--- config.mk ---
export PLATFORM = sky130hd
export DESIGN_NAME = arduino_move_rx
export DESIGN_NICKNAME = d
export VERILOG_FILES = /design/src/rtl/arduino_move_rx.sv
export SDC_FILE = /design/constraint.sdc
export NUM_CORES = 1
export LEC_CHECK = 0
export CORE_ASPECT_RATIO = 1.5
export CORE_UTILIZATION = 29
export DETAILED_ROUTE_END_ITERATION = 10
export GPL_TIMING_DRIVEN = 0
export SLEW_MARGIN = 20
export SYNTH_ARGS = -nofsm -noshare
export SYNTH_HDL_FRONTEND = slang
export SYNTH_SLANG_ARGS = --single-unit
--- constraint.sdc ---
create_clock -name clk -period 3.25 [get_ports clk]
set_clock_uncertainty 0.05 [all_clocks]
set_input_delay 0.65 -clock clk [delete_from_list [all_inputs] [get_ports clk]]
set_output_delay 0.65 -clock clk [all_outputs]
set_load 0.02 [all_outputs]
--- src/rtl/arduino_move_rx.sv ---
// arduino_move_rx: UART receiver and command decoder for the Arduino player-2 link.
// Bytes '1'..'7' become a pending column on player2_move (cleared by move_ack),
// 'S' pulses player2_start, anything else well-framed pulses cmd_err.
// Optional macro ARDUINO_RX_PARITY_EN switches the frame from 8N1 to 8E1.
module arduino_move_rx #(
    parameter int CLK_HZ     = 50_000_000,
    parameter int BAUD       = 9600,
    parameter int OVERSAMPLE = 16
) (
    input  logic       clk,
    input  logic       rst,
    input  logic       rx_serial,
    input  logic       move_ack,
    output logic [2:0] player2_move,
    output logic       player2_start,
    output logic       frame_err,
    output logic       cmd_err
);

    localparam int DIV    = CLK_HZ / (BAUD * OVERSAMPLE);
    localparam int DIV_W  = (DIV > 1) ? $clog2(DIV) : 1;
    localparam int TICK_W = (OVERSAMPLE > 2) ? $clog2(OVERSAMPLE) : 1;

    localparam logic [DIV_W-1:0]  DIV_LAST  = DIV_W'(DIV - 1);
    localparam logic [TICK_W-1:0] HALF_LAST = TICK_W'(OVERSAMPLE / 2 - 1);
    localparam logic [TICK_W-1:0] FULL_LAST = TICK_W'(OVERSAMPLE - 1);
    localparam logic [7:0]        CMD_START = 8'h53;

    typedef enum logic [2:0] {
        IDLE,
        START,
        DATA,
`ifdef ARDUINO_RX_PARITY_EN
        PARITY,
`endif
        STOP,
        WAIT_HIGH,
        DECODE
    } state_t;

    state_t state, state_nxt;

    logic              sync_p0, sync_p1;
    logic              rx_s;
    logic [DIV_W-1:0]  div_cnt;
    logic              tick;
    logic [TICK_W-1:0] tick_cnt;
    logic [2:0]        bit_cnt;
    logic [7:0]        shift_reg;

    logic restart_div, tick_clr, tick_inc, shift_en, bit_clr;
    logic frame_err_set, decode_en;
    logic tick_at_half, tick_at_full;
`ifdef ARDUINO_RX_PARITY_EN
    logic par_bad, par_chk, par_err;
`endif

    // ASCII '1'..'7'
    function automatic logic is_move(input logic [7:0] b);
        return (b >= 8'h31) && (b <= 8'h37);
    endfunction

    // Column number is the byte minus ASCII '0'; only the low three bits survive
    function automatic logic [2:0] move_col(input logic [7:0] b);
        logic [7:0] diff;
        diff = b - 8'h30;
        return diff[2:0];
    endfunction

    assign rx_s         = sync_p1;
    assign tick         = (div_cnt == DIV_LAST);
    assign tick_at_half = tick && (tick_cnt == HALF_LAST);
    assign tick_at_full = tick && (tick_cnt == FULL_LAST);
`ifdef ARDUINO_RX_PARITY_EN
    assign par_err      = ^{shift_reg, rx_s};
`endif

    // Two-flop synchronizer on the asynchronous serial line (idles high)
    always_ff @(posedge clk or posedge rst) begin
        if (rst) begin
            sync_p0 <= 1'b1;
            sync_p1 <= 1'b1;
        end else begin
            sync_p0 <= rx_serial;
            sync_p1 <= sync_p0;
        end
    end

    // Receiver state register
    always_ff @(posedge clk or posedge rst) begin
        if (rst) state <= IDLE;
        else     state <= state_nxt;
    end

    // Next-state logic and per-cycle strobes for the counters and outputs
    always_comb begin
        state_nxt     = state;
        restart_div   = 1'b0;
        tick_clr      = 1'b0;
        tick_inc      = 1'b0;
        shift_en      = 1'b0;
        bit_clr       = 1'b0;
        frame_err_set = 1'b0;
        decode_en     = 1'b0;
`ifdef ARDUINO_RX_PARITY_EN
        par_chk       = 1'b0;
`endif
        case (state)
            IDLE: begin
                if (!rx_s) begin
                    state_nxt   = START;
                    restart_div = 1'b1;
                    tick_clr    = 1'b1;
                end
            end
            START: begin
                if (tick_at_half) begin
                    tick_clr  = 1'b1;
                    bit_clr   = 1'b1;
                    state_nxt = rx_s ? IDLE : DATA;
                end else if (tick) begin
                    tick_inc = 1'b1;
                end
            end
            DATA: begin
                if (tick_at_full) begin
                    tick_clr = 1'b1;
                    shift_en = 1'b1;
                    if (bit_cnt == 3'd7) begin
`ifdef ARDUINO_RX_PARITY_EN
                        state_nxt = PARITY;
`else
                        state_nxt = STOP;
`endif
                    end
                end else if (tick) begin
                    tick_inc = 1'b1;
                end
            end
`ifdef ARDUINO_RX_PARITY_EN
            PARITY: begin
                if (tick_at_full) begin
                    tick_clr      = 1'b1;
                    par_chk       = 1'b1;
                    frame_err_set = par_err;
                    state_nxt     = STOP;
                end else if (tick) begin
                    tick_inc = 1'b1;
                end
            end
`endif
            STOP: begin
                if (tick_at_full) begin
                    tick_clr = 1'b1;
                    if (!rx_s) begin
                        frame_err_set = 1'b1;
                        state_nxt     = WAIT_HIGH;
`ifdef ARDUINO_RX_PARITY_EN
                    end else if (par_bad) begin
                        state_nxt = IDLE;
`endif
                    end else begin
                        state_nxt = DECODE;
                    end
                end else if (tick) begin
                    tick_inc = 1'b1;
                end
            end
            WAIT_HIGH: begin
                if (rx_s) state_nxt = IDLE;
            end
            DECODE: begin
                decode_en = 1'b1;
                state_nxt = IDLE;
            end
            default: state_nxt = IDLE;
        endcase
    end

    // Baud tick divider, bit-time tick counter, bit counter and shift register
    always_ff @(posedge clk or posedge rst) begin
        if (rst) begin
            div_cnt   <= '0;
            tick_cnt  <= '0;
            bit_cnt   <= '0;
            shift_reg <= '0;
`ifdef ARDUINO_RX_PARITY_EN
            par_bad   <= 1'b0;
`endif
        end else begin
            if (restart_div || tick) div_cnt <= '0;
            else                     div_cnt <= div_cnt + 1'b1;

            if (tick_clr)      tick_cnt <= '0;
            else if (tick_inc) tick_cnt <= tick_cnt + 1'b1;

            if (bit_clr)       bit_cnt <= '0;
            else if (shift_en) bit_cnt <= bit_cnt + 1'b1;

            if (shift_en) shift_reg <= {rx_s, shift_reg[7:1]};

`ifdef ARDUINO_RX_PARITY_EN
            if (bit_clr)      par_bad <= 1'b0;
            else if (par_chk) par_bad <= par_err;
`endif
        end
    end

    // Command decode and move handshake; a fresh move beats a same-cycle ack
    always_ff @(posedge clk or posedge rst) begin
        if (rst) begin
            player2_move  <= 3'd0;
            player2_start <= 1'b0;
            frame_err     <= 1'b0;
            cmd_err       <= 1'b0;
        end else begin
            player2_start <= decode_en && (shift_reg == CMD_START);
            cmd_err       <= decode_en && !is_move(shift_reg) && (shift_reg != CMD_START);
            frame_err     <= frame_err_set;
            if (decode_en && is_move(shift_reg)) player2_move <= move_col(shift_reg);
            else if (move_ack)                   player2_move <= 3'd0;
        end
    end

endmodule

Yosys cells after proc, flatten, opt, wreduce, memory -nomap -nowiden
Cells that the tools add are included.
Storage, ports and cells
  memories kept: 0
  latch bits: 0
  input bits: 4
  register bits after elaboration: 35
  output and inout bits: 6
  RAM bits: 0
  logic and storage cells: 79
  bits in read-only memories: 0
Cells by class
  reduce and logical (&&, ||, !) cells: 15
  bitwise gates (word level): 0
  equality and inequality tests: 17
  multiplexer cells: 30
  multiply operators: 0
  order comparisons: 2
  shift-type cells: 0
  $add $sub $neg: 4
  div/mod/pow operators: 0
Operators by type and width (number)
  2-to-1 mux 3 bit: 10
  case mux 3 bit (5 select lines): 1
  2-to-1 mux 1 bit: 13
  != test 2 bit, second input constant: 6
  adder 9 x 1 -> 9 bit, second input constant: 1
  == test 3 bit, second input constant: 3
  == test 9 bit, second input constant: 1
  2-to-1 mux 9 bit: 1
  == test 8 x 7 -> 1 bit, second input constant: 1
  >= comparator 8 x 6 -> 1 bit, second input constant: 1
  <= comparator 8 x 6 -> 1 bit, second input constant: 1
  2-to-1 mux 4 bit: 2
  != test 8 x 7 -> 1 bit, second input constant: 1
  logical AND 1 bit: 7
  == test 3 x 2 -> 1 bit, second input constant: 2
  AND reduction 6 bit: 1
  nonzero test 2 bit: 3
  adder 4 x 1 -> 4 bit, second input constant: 1
  == test 4 x 3 -> 1 bit, second input constant: 1
  == test 4 bit, second input constant: 1
  adder 3 x 1 -> 3 bit, second input constant: 1
  == test 3 x 1 -> 1 bit, second input constant: 1
  logical NOT 3 bit: 1
  case mux 1 bit (3 select lines): 1
  other kinds (6): 6

Logic depth before layout (Yosys ltp)
  depth after elaboration: 6
  gate-level depth with buffers: 6
  depth with buffers taken out: 6

Worst setup path after synthesis
OpenSTA, ideal clock, no wires.
  kind: register -> register
  start: reg div_cnt[0]
  end: reg tick_cnt[3]
  path slack: 1.206 ns
  path buffers: 0
  arrival: 1.916 ns
  stages on the path, launching flop included: 7
  data required time: 3.122 ns
  cells stage by stage: dfrtp_1 -> inv_1 -> ha_1 -> nand4bb_1 -> or4_4 -> or4_1 -> a21oi_1
On the way
  cells in the longest elaborated chain, start to end: 5
RTL lines
  from (decl): line 45  | logic [DIV_W-1:0] div_cnt;
  from (signal assigned): line 192  | else div_cnt <= div_cnt + 1'b1;
  == test 9 bit (*): line 71  | assign tick = (div_cnt == DIV_LAST);
  2-to-1 mux 1 bit (tied with other cells): line 121, 136, 165
  2-to-1 mux 1 bit, on equally long branches: line 153, 117, 126
  case mux 1 bit (2 select lines) / case mux 1 bit (3 select lines) (equally long branches): line 108  | case (state)
  nonzero test 2 bit (no source line) / 2-to-1 mux 4 bit (equally long branches)
  to (signal assigned): line 195  | else if (tick_inc) tick_cnt <= tick_cnt + 1'b1;
  to (decl): line 47  | logic [TICK_W-1:0] tick_cnt;
Every way passes the cells marked *; elsewhere a longest branch is shown, timed or not.
A chain may end at the register's enable or synchronous reset.

Worst setup path in the final report
Ends and elaborated chain as after synthesis.

==> flow_summary.ini <==
[yosys]
synth-seq-cells = 35
synth_edf_count = 0
synthCells = 153
synth.yosys.warnings = 0
synthesis.area_um2 = 1710
synth_flop_cell = dfrtp_1
yosysSeqAreaShare = 0.514
synth_top_area_frac = 0.483
synth_area_leader_cell = dfrtp_1
ys_async_sr_fraction = 1.00
ys_types = 44
synthTopCellsByArea = dfrtp_1 (48%), mux2_2 (6.6%), nor2_1 (4.2%), ha_1 (3.7%), xor2_1 (3.6%)
syn_nets = 162
synth_area_per_cell_um2 = 11.2

[clocking]
clk_path_buf_depth = 2
cts_tree = done
ctsResizeCount = 0
cts_max_level = 2
root_buffer = clkbuf_8
clk_latency_ps = 300
cts_made_buffers = 5
post-cts-setup-buffer-count = 0
clk_pin_slew_ps = 80
hold_buffers = 0
cts_sinks = 35

[worst_setup_path]
critPathArrivalTime_ps = 2420
crit_required_ps = 3420
worstSetupPathType = reg2reg
r2r-start = div_cnt[0]
cp-end-kind = flop
crit_path_start_kind = flop
worstSetupStartpoint = div_cnt[0]
cp_max_fo = 6

[die]
core_area_um2 = 5570
die_w_um = 64.7
dieArea_um2 = 6210
start_util = 0.307
die_height_um = 96.0
rows = 33
io_pins = 10

[global_routing]
antenna_found_initial = 0
grt_pass1_wl_um = 5360
grt_pass1_vias = 1175
grt_max_degree = 36
overflow = 0
grtUsageTotal = 0.113

[detailed_routing]
ant_nets = 0
wl_um = 2980
post-route-drc-count = 0
dr.pass1.iters = 4
post_drt_wl_per_cell_um = 12.4
drt_iter0_drc = 39
vias = 1215
via_per_inst = 5.06

[sta]
timing.fmax_mhz = 444
setup-violations-final = 0
worst_pin_slew_ps = 757
setup-tns-final_ps = 0
fin_crit_ps = 2250
min_period_over_period = 0.693
hold_ws_ps = 307
final_max_slew_viol_count = 0
slew_headroom = 0.495
rsz0062_at_grt = false
hold_viol_final = 0

[worst_hold_path]
worst_hold_path_type = reg2reg
hp-start = sync_p0

[pwr]
p_leak_nw = 0.892
power_density_nw_per_um2 = 427
irDropWorstVdd_uv = 136

[finish]
area_growth_pct = 17.2
final_core_util = 0.359
drive_gt1_frac = 0.153
largest_register_ffs = 9
nNetsFinal = 178
fin_cells = 240
diodes = 0
nFillCells = 562

[placement]
place_hpwl_um = 2090
portBuffers = 9
place_congestion = 0.754
dp.cells = 232

[status]
outcome = complete, no violations

[run]
drv_cap = 0
==> stage by stage <==
stage / power, W / area, um2 / setup slack, ps
final: 0.000855 / 2000 / 997
after global routing: 0.000891 / 2000 / 875
after CTS: 0.000869 / 2000 / 988
after detailed placement: 0.000462 / 1890 / 1010
after global placement: 0.000461 / 1890 / 938
after floorplan: 0.000454 / 1710 / 1210
==> cells in the mapped netlist (2+ instances only) <==
cell and number:
nand4_1 2, and3_1 2, nand2_1 6, nor3_1 2, o21ai_0 2, nor3b_1 2
nor2_1 19, or3_1 2, a21oi_1 6, clkbuf_1 3, nand4bb_1 2, xor2_1 7
a22o_1 3, a311oi_1 2, dfrtp_1 33, nand3_1 6, or4_1 3, dfstp_2 2
nor2b_1 3, and2_1 2, nand3b_1 2, mux2_2 10, and4_1 2, inv_1 6
ha_1 5
==> per-layer routing <==
layer | track usage | part of all wire | up-vias
met5 | 0 | 0 | -
met4 | 0.0741 | 0.036 | 0
met3 | 0.0225 | 0.024 | 9
met2 | 0.206 | 0.53 | 16
met1 | 0.115 | 0.41 | 605
li1 | - | - | 585
==> cell type report <==
| cell class | instances | area (um2) | share of cell area |
|---|---|---|---|
| multi-input combinational | 108 | 792 | 0.395 |
| inverter | 6 | 22.5 | 0.0112 |
| clock buffer | 5 | 68.8 | 0.0344 |
| tap | 70 | 87.6 | 0.0437 |
| clock inverter | 3 | 47.5 | 0.0237 |
| timing repair buffer | 9 | 90.1 | 0.0450 |
| sequential | 35 | 878 | 0.438 |
| buffer | 4 | 16.3 | 0.00812 |
==> path summary, 6_finish.rpt <==
check                               end  slack [ps]  cells past startpoint
hold reg to reg                    rx_s         310                      0
min in group asynchronous  shift_reg[3]         740                      2
setup reg to reg            tick_cnt[3]        1000                      6
setup / recovery            tick_cnt[3]        1000                      6
hold / removal                     rx_s         310                      0
max in group asynchronous    div_cnt[3]        1930                      2
==> kinds of logic after synthesis <==
family | Yosys count | synth area share
buf+inv | 10 | 0.0227
mux | 12 | 0.0783
xor+xnor | 8 | 0.0410
flops | 35 | 0.514
fa+ha+maj | 5 | 0.0366
simple gates | 63 | 0.227
compound gates | 20 | 0.0805
==> layout by cell type, fill, tap and decap left out, types with 3 or more instances in the layout <==
| cell | instances |
|---|---|
| a21oi_1 | 6 |
| a22o_1 | 3 |
| clkbuf_1 | 3 |
| clkbuf_8 | 5 |
| clkdlybuf4s50_1 | 9 |
| dfrtp_1 | 33 |
| ha_1 | 5 |
| inv_1 | 5 |
| mux2_2 | 10 |
| nand2_1 | 6 |
| nand3_1 | 6 |
| nor2_1 | 19 |
| nor2b_1 | 3 |
| or4_1 | 3 |
| xor2_1 | 7 |
==> worst max-delay path, cell delays in order, from the launching register on <==
cell and delay [ps]:
dfrtp_1 440, inv_1 80, ha_1 170, nand4bb_1 210, or4_4 600, or4_1 470, a21oi_1 150
==> report_power, final <==
group          switching, W  leakage, nW  internal (W)
combinational     0.0000101        0.366    0.00000364
sequential       0.00000117        0.467      0.000437
clock              0.000171       0.0587      0.000232
No activity file was read; power rests on OpenSTA's default activity.
